`config.mk`:
```
export PLATFORM = sky130hd
export DESIGN_NAME = timer_irq_source
export DESIGN_NICKNAME = d
export VERILOG_FILES = /design/src/rtl/timer_irq_source.sv
export SDC_FILE = /design/constraint.sdc
export NUM_CORES = 1
export LEC_CHECK = 0
export CAP_MARGIN = 20
export CELL_PAD_IN_SITES_DETAIL_PLACEMENT = 0
export CELL_PAD_IN_SITES_GLOBAL_PLACEMENT = 2
export CORE_UTILIZATION = 36
export CTS_CLUSTER_DIAMETER = 150
export DETAILED_ROUTE_END_ITERATION = 8
export DONT_BUFFER_PORTS = 1
export PLACE_DENSITY = 0.83
export SYNTH_ARGS = -nofsm -noshare
export SYNTH_HDL_FRONTEND = slang
export SYNTH_SLANG_ARGS = --single-unit
export TNS_END_PERCENT = 30
```
`constraint.sdc`:
```
create_clock -name clk -period 2.9 [get_ports clk]
set_input_delay 0.58 -clock clk [delete_from_list [all_inputs] [get_ports clk]]
set_output_delay 0.58 -clock clk [all_outputs]
set_load 0.05 [all_outputs]
```
`src/rtl/timer_irq_source.sv`:
```
// timer_irq_source: memory-mapped interval timer that drives the IRQ line of the control unit.
// Register window (decoded on Address[31:4]): 0x0 TH reload, 0x4 TL counter, 0x8 TCON, 0xC PSC.
// Optional feature macro: TIMER_PRESCALE_EN adds the 16-bit PSC register and tick prescaler;
// without it the timer ticks every cycle while EN=1 and offset 0xC reads 0.
//
// IRQ handshake: IRQ acts as "valid" and PC31 (kernel mode) as "ready". A request is raised
// when ST becomes 1 (PEND). It is taken when PC31 is seen high in PEND (-> SERV), and IRQ is
// masked combinationally by PC31 so it drops in the same cycle. Software retires the request
// by writing TCON with ST cleared (SERV -> IDLE). A clearing write in PEND abandons it.
module timer_irq_source #(
  parameter logic [31:0] BASE_ADDR = 32'h4000_0000
) (
  input  logic        clk,
  input  logic        reset,
  input  logic        MemRd,
  input  logic        MemWr,
  input  logic [31:0] Address,
  input  logic [31:0] WriteData,
  output logic [31:0] ReadData,
  input  logic        PC31,
  output logic        IRQ
);

  typedef enum logic [1:0] {
    IDLE = 2'd0,
    PEND = 2'd1,
    SERV = 2'd2
  } state_t;

  // Debug view of the handshake FSM and the timing events, for bound checkers.
  typedef struct packed {
    state_t state;
    logic   tick;
    logic   ovf;
  } timer_dbg_t;

  state_t     state;
  state_t     state_next;
  timer_dbg_t dbg;

  logic [31:0] th;
  logic [31:0] tl;
  logic        en;
  logic        ie;
  logic        st;
  logic        ovr;
  logic        st_next;
  logic        ovr_next;

  logic        sel;
  logic        wr_th;
  logic        wr_tl;
  logic        wr_tcon;
  logic        tick;
  logic        ovf;
  logic        unused_bits;

  assign sel     = (Address[31:4] == BASE_ADDR[31:4]);
  assign wr_th   = MemWr & sel & (Address[3:2] == 2'd0);
  assign wr_tl   = MemWr & sel & (Address[3:2] == 2'd1);
  assign wr_tcon = MemWr & sel & (Address[3:2] == 2'd2);

`ifdef TIMER_PRESCALE_EN
  logic [15:0] psc;
  logic [15:0] pcnt;
  logic        wr_psc;

  assign wr_psc = MemWr & sel & (Address[3:2] == 2'd3);
  assign tick   = en & (pcnt == psc);

  // Prescaler: counts 0..PSC while enabled, restarts on a PSC write, holds while EN=0.
  always_ff @(posedge clk) begin
    if (reset) begin
      psc  <= 16'h0;
      pcnt <= 16'h0;
    end else if (wr_psc) begin
      psc  <= WriteData[15:0];
      pcnt <= 16'h0;
    end else if (en) begin
      pcnt <= (pcnt == psc) ? 16'h0 : pcnt + 16'h1;
    end
  end
`else
  assign tick = en;
`endif

  // A TL write in a tick cycle replaces the count, so no overflow is taken from the old value.
  assign ovf = tick & (tl == 32'hFFFF_FFFF) & ~wr_tl;

  assign dbg         = '{state: state, tick: tick, ovf: ovf};
  assign unused_bits = ^{Address[1:0], dbg};

  // Status flags: software may only clear ST/OVR; an enabled overflow sets them and wins.
  always_comb begin
    st_next  = st;
    ovr_next = ovr;
    if (wr_tcon) begin
      st_next  = st & WriteData[2];
      ovr_next = ovr & WriteData[3];
    end
    if (ovf & ie) begin
      st_next = 1'b1;
      if (st) ovr_next = 1'b1;
    end
  end

  // Timer registers: bus writes take priority over counting.
  always_ff @(posedge clk) begin
    if (reset) begin
      th  <= 32'h0;
      tl  <= 32'h0;
      en  <= 1'b0;
      ie  <= 1'b0;
      st  <= 1'b0;
      ovr <= 1'b0;
    end else begin
      if (wr_th) th <= WriteData;
      if (wr_tl) tl <= WriteData;
      else if (tick) tl <= (tl == 32'hFFFF_FFFF) ? th : tl + 32'h1;
      if (wr_tcon) begin
        en <= WriteData[0];
        ie <= WriteData[1];
      end
      st  <= st_next;
      ovr <= ovr_next;
    end
  end

  // Handshake state register.
  always_ff @(posedge clk) begin
    if (reset) state <= IDLE;
    else       state <= state_next;
  end

  // Handshake next state.
  always_comb begin
    state_next = state;
    case (state)
      IDLE: if (st_next) state_next = PEND;
      PEND: begin
        if (!st_next)  state_next = IDLE;
        else if (PC31) state_next = SERV;
      end
      SERV: if (wr_tcon & ~st_next) state_next = IDLE;
      default: state_next = IDLE;
    endcase
  end

  // Handshake output: request is masked in kernel mode and when IE is off.
  always_comb begin
    IRQ = (state == PEND) & ~PC31 & ie;
  end

  // Zero-latency read mux; unselected or idle bus reads return zero.
  always_comb begin
    ReadData = 32'h0;
    if (MemRd & sel) begin
      case (Address[3:2])
        2'd0: ReadData = th;
        2'd1: ReadData = tl;
        2'd2: ReadData = {28'h0, ovr, st, ie, en};
`ifdef TIMER_PRESCALE_EN
        2'd3: ReadData = {16'h0, psc};
`else
        2'd3: ReadData = 32'h0;
`endif
        default: ReadData = 32'h0;
      endcase
    end
  end

endmodule
```
# After elaboration in Yosys (flattened, before gate mapping)
# Index checks and enable logic that the tools add are counted.
# Widths: inputs -> output; s select.
totals:
  memories: 0
  elab_cells: 53
  mem_bits_rw: 0
  output_inout_bits: 33
  latchBits: 0
  romBits: 0
  inputBits: 69
  regBits: 70
op_classes:
  n_lt_le_gt_ge: 0
  bitwise: 16
  n_eq_ne: 10
  div_mod_pow: 0
  mul: 0
  add_sub_neg: 1
  reduce_logical: 4
  shift: 0
  muxes: 15
op_table:
  columns: ["operator", "count"]
  rows:
  - ["$mux 32", 4]
  - ["$pmux 32 s4", 1]
  - ["$add 32x1->32 const B", 1]
  - ["$eq 32x32->1 const B", 1]
  - ["$eq 28x27->1 const B", 1]
  - ["$and 1x1->1", 13]
  - ["$mux 2", 4]
  - ["$eq 2x2->1 const B", 3]
  - ["$pmux 2 s3", 1]
  - ["$mux 1", 5]
  - ["$eq 2x1->1 const B", 2]
  - ["$logic_not 2->1", 2]
  - ["$ne 2x2->1 const B", 2]
  - ["$ne 3x3->1 const B", 1]
  - ["$not 1->1", 3]
  - ["$reduce_and 3->1", 1]
  - ["$reduce_bool 2->1", 1]

# Depth between registers and ports, before layout
depth:
  depth_word: 11
  depth_mapped: 9
  mapped_depth_nobuf: 6

# Least setup slack after synthesis
# Ideal clock, no wire load.
synth_timing:
  kind: "input-to-output"
  startpoint: "input Address[13]"
  endpoint: "output ReadData[11]"
  arrival_time_ps: 2678
  path_buffers: 2
  t_required_ps: 2320
  stages: 8
  setup_slack_ps: -358
  cell_sequence: "nor4b_1 > nand4_1 > nor3_2 > nand2_1 > or2_1 > buf_4 > buf_6 > nor2_1"
synth_via:
  elab_chain_len: 3
synth_rtl:
  columns: ["item", "line_no", "text"]
  rows:
  - ["start: declaration", "17", "input logic [31:0] Address,"]
  - ["$eq 28x27->1", "58", "assign sel = (Address[31:4] == BASE_ADDR[31:4]);"]
  - ["$and 1x1->1", "157", "if (MemRd & sel) begin"]
  - ["$mux 32", "157", null]
  - ["end: declaration", "19", "output logic [31:0] ReadData,"]
# No other way between the ends.

# Worst setup path in the final report
layout_timing:
  startpoint: "input Address[27]"
  endpoint: "output ReadData[8]"
# Same word-level chain as after synthesis.

==> metrics.yaml <==
h-tree-depth: 3
fmax_mhz: 363.0
crit_path_max_fanout: 13
ioPinCount: 102
insertion_delay_ns: 0.34
dr.pass1.iters: 7
clkSinkCount: 70
setup_slack_ns: 0.1451
drtIter0Drc: 254
drv_cap: 0
ys.flop_type: "dfxtp_1"
die_area_um2: 12420
synth_seq_cells: 70
wl_mm: 13.53
grt_pass1_wl_mm: 21.66
startpoint_type: "primary input"
rows: 39
worstMarginPinSlew_ns: 0.9446
grtUsageMet3_pct: 4.682
grt_most_used_layer: "met2"
root_buffer: "clkbuf_16"
setup_viol: 0
finalMaxSlewViolations: 0
core_area_um2: 11560
cts_buffers: 9
place.gp.congestion: 0.8524
vias: 4294
hold_viol: 0
grt-ovfl-total: 0
layout_commonest_cell: "nand2_1"
synth_area_um2: 4312
final_core_util_pct: 48.63
cts_tree: "done"
criticalPathCategory: "in -> out"
pre_cts_slack_ns: -0.02322
use_met2_pct: 37.83
maxSlewHeadroom_pct: 36.80
num-nets-final: 659
final_cell_mix: "nand2_1, dfxtp_1, a21oi_1"
p_sw_mw: 0.4314
die_width_um: 111.4
clock-skew-final_ns: 0.007256
worstPathArrival_ns: 2.17
cp.required_ns: 2.32
portBuffers: 0
powerDensity_nw_per_um2: 396.5
ys.warnings.count: 0
die_y_um: 111.4
cts_buffer_depth: 2
final_antenna_net_count: 0
synthCells: 566
grt_pass1_vias: 4146
peakVddDrop_mv: 0.1994
synth_area_per_cell_um2: 7.618
fin_crit_sh_pct: 95.00
pwr-share-comb_pct: 1.0
antenna_found_initial: 0
p_leak_nw: 1.899
n_antenna_cell: 0
p_int_mw: 1.799
hold_buffers: 0
violations: "DRC"
end_kind: "output pin"
outcome: "finished, violations left"
grtUsageMet1_pct: 27.49
clkPwrFrac_pct: 55.9
fillers: 1134
yosysSeqAreaShare_pct: 32.50
path_clk_slew_ns: 0.06
area_growth_pct: 30.44
synth_nets: 636
avgViaCountPerCell: 5.826
grt_max_degree: 65
drc_errors: 8
sw_frac_of_total_pct: 19.35
grt_use_total_pct: 22.41
multiInputGateArea_um2: 2898
fin_crit_ns: 2.755
initial_core_util_pct: 37.28
regArea_um2: 1401
synth_cell_types: 56
detailed_place_hpwl_mm: 9.294
pwr-share-seq_pct: 43.1
grt_setup_unrepaired: "false"
drive_above_1_share_pct: 20.20
async_flop_share_pct: 0
hold_path.class: "in -> reg"
wl_per_cell_um: 18.36
synth_edf_count: 0
==> worst max-delay path: stages <==
cell and delay (ns):
or4_4 0.55, nor3_4 0.21, nand2_1 0.09, or2_4 0.26, buf_12 0.17, nor2_2 0.16, buf_12 0.15
==> final timing paths <==
kind	start	endpoint	slack [ns]	cells after the start
min	reset	ovr	0.31	1
min reg2reg	th[25]	th[25]	0.46	2
max reg2reg	tl[17]	tl[5]	0.64	6
max	Address[27]	ReadData[8]	0.15	7
==> area by class of cell <==
cell class              instances  area share [%]
multi-input cells             445           51.52
flip-flops and latches         70           24.92
clock inverters                 3           1.157
inverters                      10          0.6674
well taps                     143           3.181
repair buffers                 53           13.75
clock buffers                  13           4.805
==> cells by family after synthesis <==
group,Yosys count,share of synthesized area (%)
AOI/OAI and AO/OA,111,16.02
xor gates and xnor gates,12,2.438
adders and majority gates,1,0.2901
buffers and inverters,51,5.484
DFF,70,32.50
muxes,51,11.98
and+or+nand+nor,270,31.28
==> power by group through the flow <==
| stage | clock network, mW | logic [mW] | registers [mW] |
|---|---|---|---|
| final | 1.25 | 0.0217 | 0.962 |
| after floorplan | 0 | 0.0409 | 0.983 |
| after detailed placement | 0 | 0.0213 | 0.983 |
| after global placement | 0 | 0.0212 | 0.983 |
| after global routing | 1.32 | 0.0231 | 0.961 |
| after CTS | 1.27 | 0.0217 | 0.962 |
==> through the flow <==
stage	instances	area (um2)	hold slack, ns	TNS (ns)	total power [mW]
global placement	720	5244	0.4466	0	1.004
floorplan	566	4496	0.4295	-0.1214	1.024
detailed placement	720	5244	0.4537	-0.02322	1.004
global route	737	5624	0.2912	0	2.300
CTS	736	5592	0.2919	0	2.248
finish	737	5624	0.3070	0	2.230
==> sequential cells by signal (all words and copies together), names as in the netlist <==
signal and flops:
en 1, ovr 1, st 1, state 2, ie 1, tl 32
th 32
==> cell usage after synthesis, types with 2 or more instances <==
library cell | n | area [um2]
o211ai_1 | 3 | 22.52
a22o_1 | 5 | 43.79
buf_6 | 3 | 33.78
xor2_1 | 3 | 26.28
inv_1 | 10 | 37.54
buf_4 | 3 | 22.52
o21ai_0 | 13 | 65.06
nor3b_1 | 5 | 37.54
clkbuf_1 | 26 | 97.59
or4_1 | 2 | 15.01
nand4_1 | 16 | 100.1
a31oi_1 | 6 | 37.54
mux2i_1 | 46 | 460.4
nand2_1 | 93 | 349.1
o21bai_1 | 2 | 15.01
a211oi_1 | 15 | 112.6
mux2_2 | 5 | 56.30
nor3_1 | 9 | 45.04
o21a_1 | 2 | 15.01
nor2_1 | 65 | 244.0
nor3_2 | 3 | 30.03
nor4_1 | 16 | 100.1
nand3_1 | 19 | 95.09
a32o_1 | 2 | 20.02
or3_1 | 5 | 31.28
nand3_2 | 2 | 20.02
xnor2_1 | 9 | 78.83
nor4b_1 | 2 | 17.52
and4_1 | 6 | 52.55
and2_1 | 2 | 12.51
dfxtp_1 | 70 | 1401
nand3b_1 | 3 | 22.52
nor2b_1 | 2 | 12.51
o32ai_1 | 4 | 35.03
and3_1 | 10 | 62.56
a21oi_1 | 52 | 260.3
buf_2 | 8 | 40.04
==> metal layers <==
layer,share of wire [%],routed length (um)
met1,43,5807
met2,49,6623
met3,6.2,839
met4,1.9,262
met5,0,0
==> repair_timing <==
item                       in CTS  in global routing
setup buffers                   0                  1
pin swaps                       0                  1
resized for setup               2                  5
setup endpoints to repair       6                 28
No activity file was read; power rests on OpenSTA's default activity.
